### src/rtl/complete_arbiter.sv
// complete_arbiter
//   Chooses which finished functional units may write back on the CDB
//   each cycle. Requesters starved for STARVE_MAX consecutive cycles are
//   served first (ascending index); the remaining slots are filled in
//   round-robin order from rr_q. The chosen FU indices are registered
//   per CDB slot for the following cycle.
//
// Ports
//   clock        : system clock, rising edge
//   reset        : synchronous, active-high reset
//   fu_req       : bit i set when FU i holds a finished result
//   squash       : mispredict recovery, suppresses all grants this cycle
//   fu_grant     : combinational, FU i wins a CDB slot this cycle
//   fu_stall     : combinational, fu_req & ~fu_grant (0 on squash/reset)
//   slot_sel     : registered FU index per CDB slot, 4'hF = empty
//   slot_valid   : registered, slot_sel[k] != 4'hF
//   stall_cycles : registered saturating count of cycles with any stall
module complete_arbiter #(
    parameter int unsigned NUM_FU     = 8,
    parameter int unsigned CDB_W      = 3,
    parameter int unsigned STARVE_MAX = 3
) (
    input  logic                  clock,
    input  logic                  reset,
    input  logic [NUM_FU-1:0]     fu_req,
    input  logic                  squash,
    output logic [NUM_FU-1:0]     fu_grant,
    output logic [NUM_FU-1:0]     fu_stall,
    output logic [CDB_W-1:0][3:0] slot_sel,
    output logic [CDB_W-1:0]      slot_valid,
    output logic [15:0]           stall_cycles
);

    localparam int unsigned PTR_W = (NUM_FU > 1) ? $clog2(NUM_FU) : 1;
    localparam logic [3:0]  EMPTY = 4'hF;

    logic [PTR_W-1:0]         rr_q, rr_d;
    logic [NUM_FU-1:0][1:0]   starve_q, starve_d;
    logic [CDB_W-1:0][3:0]    slot_q, slot_d, slot_pick;
    logic [CDB_W-1:0]         valid_q, valid_d;
    logic [15:0]              stall_q, stall_d;

    logic [NUM_FU-1:0]        urgent;
    logic [NUM_FU-1:0]        grant_raw;
    logic                     any_nu;
    logic [PTR_W-1:0]         last_nu;

    always_comb begin
        for (int unsigned i = 0; i < NUM_FU; i++) begin
            urgent[i] = fu_req[i] && (starve_q[i] == 2'(STARVE_MAX));
        end
    end

    // Slot filling: urgent pass first, then a rotated scan from rr_q that
    // skips urgent requesters (already considered). The n-th grant lands
    // in slot CDB_W-1-n so the first winner occupies the top slot.
    always_comb begin
        int unsigned filled;
        int unsigned idx;
        grant_raw = '0;
        slot_pick = '1;
        any_nu    = 1'b0;
        last_nu   = '0;
        filled    = 0;
        idx       = 0;
        for (int unsigned i = 0; i < NUM_FU; i++) begin
            if (urgent[i] && (filled < CDB_W)) begin
                grant_raw[i]                = 1'b1;
                slot_pick[CDB_W-1-filled]   = 4'(i);
                filled                      = filled + 1;
            end
        end
        for (int unsigned k = 0; k < NUM_FU; k++) begin
            idx = k + rr_q;
            if (idx >= NUM_FU) begin
                idx = idx - NUM_FU;
            end
            if (fu_req[idx] && !urgent[idx] && (filled < CDB_W)) begin
                grant_raw[idx]              = 1'b1;
                slot_pick[CDB_W-1-filled]   = 4'(idx);
                filled                      = filled + 1;
                any_nu                      = 1'b1;
                last_nu                     = PTR_W'(idx);
            end
        end
    end

    assign fu_grant = squash ? '0 : grant_raw;
    assign fu_stall = (squash || reset) ? '0 : (fu_req & ~grant_raw);

    always_comb begin
        rr_d    = rr_q;
        slot_d  = squash ? '1 : slot_pick;
        valid_d = '0;
        stall_d = stall_q;

        if (any_nu && !squash) begin
            rr_d = (last_nu == PTR_W'(NUM_FU - 1)) ? '0 : last_nu + 1'b1;
        end

        for (int unsigned i = 0; i < NUM_FU; i++) begin
            if (fu_req[i] && !fu_grant[i] && !squash) begin
                starve_d[i] = (starve_q[i] == 2'(STARVE_MAX)) ? starve_q[i]
                                                              : starve_q[i] + 2'd1;
            end else begin
                starve_d[i] = 2'd0;
            end
        end

        for (int unsigned s = 0; s < CDB_W; s++) begin
            valid_d[s] = (slot_d[s] != EMPTY);
        end

        if ((|fu_stall) && (stall_q != '1)) begin
            stall_d = stall_q + 16'd1;
        end
    end

    always_ff @(posedge clock) begin
        if (reset) begin
            rr_q     <= '0;
            starve_q <= '0;
            slot_q   <= '1;
            valid_q  <= '0;
            stall_q  <= '0;
        end else begin
            rr_q     <= rr_d;
            starve_q <= starve_d;
            slot_q   <= slot_d;
            valid_q  <= valid_d;
            stall_q  <= stall_d;
        end
    end

    assign slot_sel     = slot_q;
    assign slot_valid   = valid_q;
    assign stall_cycles = stall_q;

endmodule

### config.mk
export PLATFORM = sky130hd
export DESIGN_NAME = complete_arbiter
export DESIGN_NICKNAME = d
export VERILOG_FILES = /design/src/rtl/complete_arbiter.sv
export SDC_FILE = /design/constraint.sdc
export NUM_CORES = 1
export LEC_CHECK = 0
export BUFFER_PORTS_ARGS = -buffer_cell sky130_fd_sc_hd__buf_2
export CELL_PAD_IN_SITES_DETAIL_PLACEMENT = 2
export CELL_PAD_IN_SITES_GLOBAL_PLACEMENT = 2
export CORE_ASPECT_RATIO = 0.6
export CORE_MARGIN = 2
export CORE_UTILIZATION = 40
export CTS_CLUSTER_DIAMETER = 80
export DETAILED_ROUTE_END_ITERATION = 7
export GPL_TIMING_DRIVEN = 0
export PLACE_DENSITY_LB_ADDON = 0.08
export RECOVER_POWER = 50
export SLEW_MARGIN = 40
export SYNTH_ARGS = -nofsm -noshare
export SYNTH_HDL_FRONTEND = slang
export SYNTH_SLANG_ARGS = --single-unit
### constraint.sdc
create_clock -name clock -period 64.7 [get_ports clock]
set_clock_uncertainty 0.05 [all_clocks]
set_input_delay 9.705 -clock clock [delete_from_list [all_inputs] [get_ports clock]]
set_output_delay 9.705 -clock clock [all_outputs]
set_load 0.05 [all_outputs]
==> impl_metrics.xml <==
<?xml version="1.0" encoding="UTF-8"?>
<metrics>
  <group name="sta">
    <metric name="peak_freq" unit="MHz">22.2</metric>
    <metric name="tightest_slew" unit="ns">1.67</metric>
    <metric name="finalSetupTns" unit="ns">0</metric>
    <metric name="timing.final.crit_share" unit="">0.696</metric>
    <metric name="slew_viol_final" unit="">11</metric>
    <metric name="period_minus_slack" unit="ns">45.02</metric>
    <metric name="timing_hold_violations_final" unit="">0</metric>
    <metric name="rsz0062_at_grt" unit="">false</metric>
    <metric name="relSlewSlack" unit="">-0.122</metric>
    <metric name="finalSetupViolCount" unit="">0</metric>
  </group>
  <group name="floorplan">
    <metric name="dieWidth" unit="um">178</metric>
    <metric name="initial_core_util" unit="">0.406</metric>
    <metric name="std_cell_rows" unit="">38</metric>
    <metric name="core_area" unit="mm2">0.0180</metric>
    <metric name="die_outline_area" unit="mm2">0.0194</metric>
    <metric name="io_pins" unit="">58</metric>
    <metric name="die_height" unit="um">109</metric>
  </group>
  <group name="setup_path">
    <metric name="arrival" unit="ns">35.26</metric>
    <metric name="number_of_buffer_and_inverter_stages_on_the_critical_path" unit="">19</metric>
    <metric name="cp.depth" unit="">77</metric>
    <metric name="critical_path.max_fanout" unit="">12</metric>
    <metric name="critical_path_required" unit="ns">54.94</metric>
    <metric name="critPathTopFamily" unit="">compound AO/OA/AOI/OAI gates</metric>
    <metric name="worst_r2r_path_depth" unit="">83</metric>
    <metric name="setup.worst_path.start_class" unit="">input port</metric>
    <metric name="crit_slowest_cell" unit="">sky130_fd_sc_hd__a211oi_1</metric>
    <metric name="endpoint_kind" unit="">output pin</metric>
    <metric name="cpPeakStageDelay" unit="ns">1.33</metric>
    <metric name="critical-path-top-cell-by-count" unit="">sky130_fd_sc_hd__ha_1</metric>
    <metric name="timing.setup.critical_path_class" unit="">input port to output pin</metric>
  </group>
  <group name="clock_network">
    <metric name="tritoncts" unit="">done</metric>
    <metric name="cts.reportedPaths.clkPinSlew" unit="ns">0.07</metric>
    <metric name="worstSkewPairLatency" unit="ns">0.30</metric>
    <metric name="cts.sinks" unit="">50</metric>
    <metric name="htreeDepth" unit="">2</metric>
    <metric name="tritoncts.num_buffers" unit="">5</metric>
    <metric name="cts_hold_repair.buffers" unit="">0</metric>
    <metric name="cts.path.max_buffers" unit="">2</metric>
    <metric name="post_cts.repair.setup_buffers" unit="">0</metric>
    <metric name="post_cts_resize_count" unit="">0</metric>
    <metric name="cts_root_buffer" unit="">sky130_fd_sc_hd__clkbuf_16</metric>
  </group>
  <group name="detailed_routing">
    <metric name="drc" unit="">0</metric>
    <metric name="drt_first_iter_violations" unit="">926</metric>
    <metric name="antenna_violating_nets_post_route" unit="">0</metric>
    <metric name="avgRoutedWirePerCell" unit="um">25.6</metric>
    <metric name="routed_via_density" unit="">6.41</metric>
    <metric name="drt_pass1_iterations" unit="">5</metric>
    <metric name="routed_wirelength" unit="mm">32.3</metric>
    <metric name="num_vias" unit="">8067</metric>
  </group>
  <group name="synthesis">
    <metric name="synthesis.instances" unit="">940</metric>
    <metric name="synth_area" unit="mm2">0.00729</metric>
    <metric name="synth-async-reset-ratio" unit="">0</metric>
    <metric name="synth_area_per_cell" unit="um2">7.76</metric>
    <metric name="synthFlopType" unit="">sky130_fd_sc_hd__dfxtp_1</metric>
    <metric name="synth-warning-count" unit="">0</metric>
    <metric name="number_of_register_bits_inferred_by_synthesis" unit="">50</metric>
    <metric name="edff_count_synth" unit="">0</metric>
    <metric name="synth.distinct_cells" unit="">97</metric>
    <metric name="seq_area_frac_synth" unit="">0.137</metric>
  </group>
  <group name="place">
    <metric name="post-dp-hpwl" unit="mm">25.9</metric>
    <metric name="port-buffer-count" unit="">56</metric>
    <metric name="weighted_congestion_reported_at_the_end_of_routability_driven_placement" unit="">0.940</metric>
  </group>
  <group name="run_status">
    <metric name="run_status" unit="">complete, but fails checks</metric>
    <metric name="failed_checks" unit="">capacitance limit, slew limit</metric>
  </group>
  <group name="grt">
    <metric name="global_route_wire_length_before_repair" unit="mm">48.8</metric>
    <metric name="grt_start_max_net_pins" unit="">14</metric>
    <metric name="gr-usage-all-layers" unit="">0.333</metric>
    <metric name="gr-total-overflow" unit="">0</metric>
    <metric name="grt_pass1_vias" unit="">8157</metric>
    <metric name="grt_antenna_before_repair" unit="">0</metric>
  </group>
  <group name="cells_and_area">
    <metric name="fill_cells" unit="">2173</metric>
    <metric name="diodes" unit="">0</metric>
    <metric name="final_layout_size_suffix_gt1_frac" unit="">0.0786</metric>
    <metric name="area.growth.synth_to_final" unit="%">9.33</metric>
    <metric name="layout.nets" unit="">1122</metric>
  </group>
  <group name="min_path">
    <metric name="timing.hold.worst_path_depth" unit="">2</metric>
    <metric name="hp-class" unit="">flip-flop to flip-flop</metric>
  </group>
  <group name="job">
    <metric name="max_cap_viol_count" unit="">1</metric>
  </group>
</metrics>
==> layout by cell type (no fill, tap or decap), types with 7 or more instances in the layout <==
cell type	instances
sky130_fd_sc_hd__nand2b_1	13
sky130_fd_sc_hd__nand3b_1	8
sky130_fd_sc_hd__nor4b_1	8
sky130_fd_sc_hd__clkbuf_1	68
sky130_fd_sc_hd__o41ai_1	8
sky130_fd_sc_hd__buf_2	34
sky130_fd_sc_hd__nand4_1	14
sky130_fd_sc_hd__nor2_1	91
sky130_fd_sc_hd__nor4bb_1	10
sky130_fd_sc_hd__o31ai_1	8
sky130_fd_sc_hd__o2111ai_1	10
sky130_fd_sc_hd__o211ai_1	16
sky130_fd_sc_hd__a21boi_0	9
sky130_fd_sc_hd__and2_1	10
sky130_fd_sc_hd__nand2_1	73
sky130_fd_sc_hd__xor2_1	12
sky130_fd_sc_hd__and3_1	23
sky130_fd_sc_hd__a21o_1	14
sky130_fd_sc_hd__dfxtp_1	50
sky130_fd_sc_hd__or3_1	15
sky130_fd_sc_hd__o21ai_0	53
sky130_fd_sc_hd__and4b_1	10
sky130_fd_sc_hd__a22oi_1	8
sky130_fd_sc_hd__ha_1	92
sky130_fd_sc_hd__mux2i_1	23
sky130_fd_sc_hd__inv_1	51
sky130_fd_sc_hd__a21oi_1	43
sky130_fd_sc_hd__nand3_1	45
sky130_fd_sc_hd__conb_1	15
sky130_fd_sc_hd__a31oi_1	10
sky130_fd_sc_hd__o21a_1	7
sky130_fd_sc_hd__nor3_1	15
==> cell usage after synthesis, types with 13 or more instances <==
| library cell | n | share of area |
|---|---|---|
| sky130_fd_sc_hd__nand3_1 | 45 | 0.031 |
| sky130_fd_sc_hd__a21o_1 | 14 | 0.014 |
| sky130_fd_sc_hd__dfxtp_1 | 50 | 0.14 |
| sky130_fd_sc_hd__clkbuf_1 | 30 | 0.015 |
| sky130_fd_sc_hd__nand4_1 | 14 | 0.012 |
| sky130_fd_sc_hd__nor2_1 | 91 | 0.047 |
| sky130_fd_sc_hd__o21ai_0 | 53 | 0.036 |
| sky130_fd_sc_hd__mux2i_1 | 23 | 0.032 |
| sky130_fd_sc_hd__nor3_1 | 15 | 0.010 |
| sky130_fd_sc_hd__inv_1 | 51 | 0.026 |
| sky130_fd_sc_hd__or3_1 | 15 | 0.013 |
| sky130_fd_sc_hd__a21oi_1 | 42 | 0.029 |
| sky130_fd_sc_hd__nand2_1 | 73 | 0.038 |
| sky130_fd_sc_hd__nand2b_1 | 13 | 0.011 |
| sky130_fd_sc_hd__ha_1 | 92 | 0.16 |
| sky130_fd_sc_hd__and3_1 | 23 | 0.020 |
| sky130_fd_sc_hd__o211ai_1 | 16 | 0.016 |
==> registers in the layout, summed over array words and instances (netlist names) <==
signal,flops
rr_q,3
stall_cycles,16
slot_sel,12
starve_q,16
slot_valid,3
==> kinds of logic (layout without fill, tap and decap cells) <==
kind of cell    Yosys count  count (layout)  share of synthesized area
flops                    50              50                      0.137
fa+ha+maj                93              93                      0.161
simple gates            374             374                      0.279
compound gates          258             258                      0.261
buf+inv                 103             167                     0.0594
other cells               1              15                   0.000514
mux                      35              35                     0.0551
xor+xnor                 26              26                     0.0470
==> stage by stage <==
step           hold WS (ns)  instances  area (um2)  utilization  setup slack, ns
5_1_grt               0.487       1258        7970        0.444            18.15
6_report              0.453       1258        7970        0.444            19.68
4_1_cts               0.458       1258        8080        0.449            23.61
2_1_floorplan         0.418        954        7340            -            29.12
3_3_place_gp          0.431       1250        7930        0.441            24.13
3_5_place_dp          0.442       1251        7940        0.442            23.71
==> per-layer routing <==
metal,track usage,vias up,part of all wire
met1,0.496,4104,0.49
met2,0.496,288,0.41
met4,0.0430,0,0.0088
li1,-,3650,-
met3,0.0777,25,0.086
met5,0,-,0
==> final timing paths <==
check                    from             to  slack, ns
setup / recovery    fu_req[0]    fu_stall[3]      19.68
hold / removal    starve_q[7]    starve_q[7]       0.45
setup reg to reg  starve_q[0]  slot_valid[2]      37.47
hold reg to reg   starve_q[7]    starve_q[7]       0.45
==> area by class of cell <==
cell class	instances	area (um2)	area share
clock buffers	7	133	0.0166
plain buffers	48	214	0.0268
repair buffers	57	245	0.0308
inverters	55	211	0.0265
multi-input cells	801	5870	0.736
well taps	240	300	0.0377
flip-flops and latches	50	1000	0.126
==> worst register-to-register path, delay by kind of cell, from the launching register on <==
kind	cells	cell delay [ns]
multiplexers	1	0.27
AND/OR/NAND/NOR	22	5.38
XOR/XNOR	10	4.26
flip-flops	1	0.37
AO/OA/AOI/OAI	15	6.94
buffers and inverters	18	5.24
adder cells (fa/ha/maj)	17	4.60
Power is not shown: default switching activity piles up to over one toggle a cycle in this logic, so the estimate is an artifact.
